`config.mk`:
```
export PLATFORM = sky130hd
export DESIGN_NAME = pipeline_hazard_controller
export DESIGN_NICKNAME = d
export VERILOG_FILES = /design/src/rtl/pipeline_hazard_controller.sv
export SDC_FILE = /design/constraint.sdc
export NUM_CORES = 1
export LEC_CHECK = 0
export CAP_MARGIN = 30
export CORE_UTILIZATION = 48
export DETAILED_ROUTE_END_ITERATION = 12
export PLACE_DENSITY = 0.85
export SLEW_MARGIN = 10
export SYNTH_ARGS = -nofsm -noshare
export SYNTH_HDL_FRONTEND = slang
export SYNTH_SLANG_ARGS = --single-unit
```
`constraint.sdc`:
```
create_clock -name clk -period 2.3 [get_ports clk]
set_clock_uncertainty 0.15 [all_clocks]
set_input_delay 0.575 -clock clk [delete_from_list [all_inputs] [get_ports clk]]
set_output_delay 0.575 -clock clk [all_outputs]
set_load 0.02 [all_outputs]
```
`src/rtl/pipeline_hazard_controller.sv`:
```
// Stall/flush sequencer for the 6-stage RV32E pipeline: load-use scoreboard, EX redirects, memory-wait freeze.
// Define HAZARD_PERF_EN to add saturating stall/flush/memory-wait performance counters.
module pipeline_hazard_controller #(
  parameter int unsigned MEM_TIMEOUT = 16,
  parameter int unsigned CNT_W       = 32
) (
  input  logic       clk,
  input  logic       rst,
  input  logic       valid_ID,
  input  logic [3:0] rs1_ID,
  input  logic [3:0] rs2_ID,
  input  logic       rs1_used_ID,
  input  logic       rs2_used_ID,
  input  logic       is_load_ID,
  input  logic [3:0] rd_ID,
  input  logic       redirect_EX,
  input  logic       mem_req_MEMPREP,
  input  logic       mem_ready,
  output logic       pc_we,
  output logic       hold_IF_ID,
  output logic       flush_IF_ID,
  output logic       bubble_ID_EX,
  output logic       freeze,
  output logic       mem_error
`ifdef HAZARD_PERF_EN
  ,
  output logic [CNT_W-1:0] stall_cycles,
  output logic [CNT_W-1:0] flush_count,
  output logic [CNT_W-1:0] mem_wait_cycles
`endif
);

  if (MEM_TIMEOUT < 2 || MEM_TIMEOUT > 255 || CNT_W < 1) begin : g_bad_params
    $error("pipeline_hazard_controller: MEM_TIMEOUT must be 2..255 and CNT_W >= 1");
  end

  typedef struct packed {
    logic       v;
    logic [3:0] rd;
  } sb_entry_t;

  typedef enum logic {S_IDLE, S_WAIT} mem_state_e;

  localparam logic [7:0] WCNT_LAST = 8'(MEM_TIMEOUT - 1);

  mem_state_e state_q, state_d;
  logic [7:0] wcnt_q, wcnt_d;
  logic       mem_error_q;
  logic       timeout;
  logic       freeze_mem;
  sb_entry_t  sb0_q, sb0_d, sb1_q, sb1_d;
  logic       load_use;

  // NOTE: sequential state uses non-blocking assignments so every register samples pre-edge values.
  always_ff @(posedge clk) begin
    if (rst) begin
      state_q     <= S_IDLE;
      wcnt_q      <= '0;
      mem_error_q <= 1'b0;
      sb0_q       <= '0;
      sb1_q       <= '0;
    end else begin
      state_q     <= state_d;
      wcnt_q      <= wcnt_d;
      mem_error_q <= timeout;
      sb0_q       <= sb0_d;
      sb1_q       <= sb1_d;
    end
  end

  // The cycle after a timeout is the forced release, so a still-pending request is let through once.
  always_comb begin
    // NOTE: default every always_comb output first so no path leaves a latch behind.
    state_d = state_q;
    wcnt_d  = wcnt_q;
    timeout = 1'b0;
    unique case (state_q)
      S_IDLE: begin
        if (mem_req_MEMPREP && !mem_ready && !mem_error_q) begin
          state_d = S_WAIT;
          wcnt_d  = 8'd1;
        end
      end
      S_WAIT: begin
        if (mem_ready) begin
          state_d = S_IDLE;
          wcnt_d  = '0;
        end else if (wcnt_q == WCNT_LAST) begin
          state_d = S_IDLE;
          wcnt_d  = '0;
          timeout = 1'b1;
        end else begin
          wcnt_d = wcnt_q + 8'd1;
        end
      end
      default: begin
        state_d = S_IDLE;
        wcnt_d  = '0;
      end
    endcase
  end

  always_comb begin
    freeze_mem = 1'b0;
    unique case (state_q)
      S_IDLE:  freeze_mem = mem_req_MEMPREP && !mem_ready && !mem_error_q;
      S_WAIT:  freeze_mem = !mem_ready;
      default: freeze_mem = 1'b0;
    endcase
  end

  assign load_use = valid_ID &&
                    ((rs1_used_ID && ((sb0_q.v && rs1_ID == sb0_q.rd) ||
                                      (sb1_q.v && rs1_ID == sb1_q.rd))) ||
                     (rs2_used_ID && ((sb0_q.v && rs2_ID == sb0_q.rd) ||
                                      (sb1_q.v && rs2_ID == sb1_q.rd))));

  always_comb begin
    pc_we        = 1'b1;
    hold_IF_ID   = 1'b0;
    flush_IF_ID  = 1'b0;
    bubble_ID_EX = 1'b0;
    freeze       = 1'b0;
    if (rst) begin
      pc_we        = 1'b0;
      flush_IF_ID  = 1'b1;
      bubble_ID_EX = 1'b1;
    end else if (freeze_mem) begin
      pc_we  = 1'b0;
      freeze = 1'b1;
    end else if (redirect_EX) begin
      flush_IF_ID  = 1'b1;
      bubble_ID_EX = 1'b1;
    end else if (load_use) begin
      pc_we        = 1'b0;
      hold_IF_ID   = 1'b1;
      bubble_ID_EX = 1'b1;
    end
  end

  // Scoreboard follows the load into EX and MEMPREP; a bubbled or killed ID instruction never enters.
  always_comb begin
    sb0_d = sb0_q;
    sb1_d = sb1_q;
    if (!freeze_mem) begin
      sb1_d    = sb0_q;
      sb0_d.v  = valid_ID && is_load_ID && (rd_ID != 4'd0) && !bubble_ID_EX;
      sb0_d.rd = rd_ID;
    end
  end

  assign mem_error = mem_error_q;

`ifdef HAZARD_PERF_EN
  logic [CNT_W-1:0] stall_q, flush_q, wait_q;

  always_ff @(posedge clk) begin
    if (rst) begin
      stall_q <= '0;
      flush_q <= '0;
      wait_q  <= '0;
    end else begin
      if (load_use && !freeze_mem && !redirect_EX && stall_q != '1) stall_q <= stall_q + 1'b1;
      if (redirect_EX && !freeze_mem && flush_q != '1) flush_q <= flush_q + 1'b1;
      if (freeze_mem && wait_q != '1) wait_q <= wait_q + 1'b1;
    end
  end

  assign stall_cycles    = stall_q;
  assign flush_count     = flush_q;
  assign mem_wait_cycles = wait_q;
`endif

endmodule

```
==> summary.txt <==
Timing
  – Slew HR: 79.2%
  – Fin. max-slew vios: 0
  – Endpoints failing hold: 0
  – RSZ-0062 raised after global routing: true
  – Setup ws final: -0.112 ns
  – Count of final setup violators: 3
  – Fin crit share: 105%
  – Min Tclk post-route: 2.41 ns
  – FMAX: 0.415 GHz
  – Worst-margin pin slew: 0.309 ns

Synthesis
  – Register bit total from synthesis: 20
  – Library cells used by synthesis: 36
  – Cells after synthesis: 136
  – Yosys warnings: 0
  – EDFF count, synth: 0
  – Synth Area per Inst: 8.04 um2
  – Post-synthesis async set-or-reset flop share: 0%
  – Mapped cell area: 1090 um2
  – Synth Flop Type: dfxtp_1
  – Synth Net Count: 158
  – Seq/Total Area, Yosys: 36.6%

GRT
  – Gr usage total: 25.1%
  – Initial antenna violation count: 0
  – Largest net degree at the start of global routing: 18
  – Global route overflow: 0
  – Vias in the first global route: 1182
  – Global-route wire length before repair: 4820 um

Clock network
  – CTS tree: yes
  – CTS Buffer Depth: 2
  – Clk sink count: 20
  – Count of hold-fix buffers inserted at cts: 0
  – Buffer count from post-CTS setup fixing: 0
  – CTS Root Cell: clkbuf_4
  – CTS H-tree lvls: 1
  – TritonCTS buffer count: 3
  – Clk pin slew, worst setup/hold paths: 0.11 ns
  – Worst-Skew Late Latency: 0.30 ns

Die
  – Row cnt: 16
  – Die Y: 49.7 um
  – Starting Density: 53.6%
  – I/O pin count: 27
  – Core ar.: 2040 um2
  – Die width: 49.7 um
  – Die area: 2470 um2

Worst hold path
  – Hold crit path type: flip-flop to flip-flop
  – Hold path depth: 2
  – WHS Endpoint: sb1_q[3]
  – HP Start: sb1_q[3]

Route
  – Vias per cell: 5.33
  – DRT antenna net count: 0
  – Routed wire length: 2790 um
  – Routed vias: 1092
  – 1st-iter DRT viols: 14
  – Drc violations: 0
  – Routed WL per cell: 13.6 um
  – First-pass DRT Iterations: 4

Worst setup path
  – R2R Setup Slk: 0.60 ns
  – RR Startpoint: wcnt_q[0]
  – R2r endpoint: wcnt_q[6]
  – Critical path required time: 1.57 ns
  – Worst r2r path cells: 6
  – Worst setup SP type: input port
  – Max FO, Critical Path: 4
  – Setup CP Type: input port to output port
  – Worst setup EP type: output port
  – Worst Path Arrival: 1.69 ns

Cells and area
  – Share of post-route cells with drive strength above 1: 27.5%
  – Final Cell Area: 1570 um2
  – Final nets: 201
  – Diodes inserted: 0
  – Fillers: 155
  – Area grow syn2layout: 43.1%

Pwr
  – Leakage: 0.651 nW
  – P per Cell Area: 522 nW/um2
  – Final Total Pwr: 817 uW
  – Worst vdd ir: 0.405 mV

Placement
  – I/O Buffers: 26
  – Area after DPL: 1510 um2
  – RePlAce Congestion: 0.811
  – Dpl hpwl: 2130 um

Run
  – Max-cap violations: 0

Run status
  – Outcome: finished, violations left
  – Failing checks: negative setup slack
-- synthesized netlist by cell type (2+ instances only) --
master | number | area share, %
a21oi_1 | 11 | 5.0
clkbuf_1 | 2 | 0.69
nand4_1 | 4 | 2.3
o21a_1 | 2 | 1.4
dfxtp_1 | 20 | 37
xor2_1 | 14 | 11
o21bai_1 | 2 | 1.4
nor3_1 | 5 | 2.3
a21o_1 | 2 | 1.4
nor2_1 | 16 | 5.5
nor4_1 | 3 | 1.7
nand2_1 | 25 | 8.6
nand2b_1 | 2 | 1.1
xnor2_1 | 6 | 4.8
-- how the worst max path moves through the flow --
stage	slack, ns	startpoint	end	cells past startpoint
floorplan	0.03	rs1_ID[0]	bubble_ID_EX	5
global placement	-0.96	rs1_ID[0]	hold_IF_ID	7
detailed placement	-1.02	rs1_ID[0]	hold_IF_ID	7
CTS	-0.09	sb1_q[2]	pc_we	6
global route	-0.17	sb1_q[3]	pc_we	6
finish	-0.11	rs1_ID[2]	pc_we	7
-- metrics by stage --
stage               util (%)  hold WS, ns  setup WS [ns]  std cells  TNS (ns)
floorplan                  -        0.296         0.0291        136         0
global route            76.7        0.352         -0.169        205    -0.469
finish                  76.7        0.329         -0.112        205    -0.262
global placement        73.9        0.309         -0.958        201     -3.90
detailed placement      73.9        0.322          -1.02        201     -4.31
CTS                     76.3        0.331        -0.0923        205    -0.244
-- cell type report --
type	count	area [um2]	area share [%]
repair buffers	43	354	22.6
flip-flops and latches	20	407	26.0
clock inverters	1	30.0	1.92
well taps	27	33.8	2.16
clock buffers	3	22.5	1.44
multi-input cells	111	718	45.9
-- placed cells by master, fill, tap and decap left out, types with 6 or more instances in the layout --
master,netlist,routed
xnor2_1,6,6
a21oi_1,11,11
nand2_1,25,25
xor2_1,14,14
dfxtp_1,20,15
nor2_1,16,15
buf_4,0,19
clkdlybuf4s50_1,0,8
dlygate4sd2_1,0,7
-- cell families (layout without fill, tap and decap cells) --
logic type	Yosys count	after routing	synth area share [%]
fa+ha+maj	1	1	1.14
simple gates	67	67	30.1
compound gates	22	22	13.3
xor+xnor	20	20	16.0
buf+inv	5	47	1.94
mux	1	1	0.915
flops	20	20	36.6
-- sequential cells by signal (all words and copies together), names as in the netlist --
| name | cells |
|---|---|
| wcnt_q | 8 |
| sb0_q | 5 |
| sb1_q | 5 |
| mem_error | 1 |
| state_q | 1 |
-- critical path, stage by stage --
cell and delay, ns:
buf_6 0.10, xor2_1 0.16, nor3_2 0.19, nand4_1 0.11, and4_4 0.23, o21a_1 0.20, buf_6 0.13
-- routing by layer --
metal | GRT usage (%) | vias up | share of wire (%)
li1 | - | 551 | -
met1 | 26.9 | 514 | 41
met2 | 50.5 | 27 | 55
met3 | 3.40 | 0 | 3.4
met4 | 5.71 | 0 | 0
met5 | 0 | - | 0
-- power breakdown --
| part | switching (mW) | total (mW) | internal, mW | leakage, nW |
|---|---|---|---|---|
| clock network | 0.109 | 0.285 | 0.176 | 0.0279 |
| registers | 0.0127 | 0.371 | 0.359 | 0.165 |
| logic | 0.0759 | 0.161 | 0.0850 | 0.458 |
-- what timing repair did --
action                     CTS  global route
resized for setup           68             2
pin swaps                   13             5
setup endpoints to repair    5             3
No activity file was read; power rests on OpenSTA's default activity.
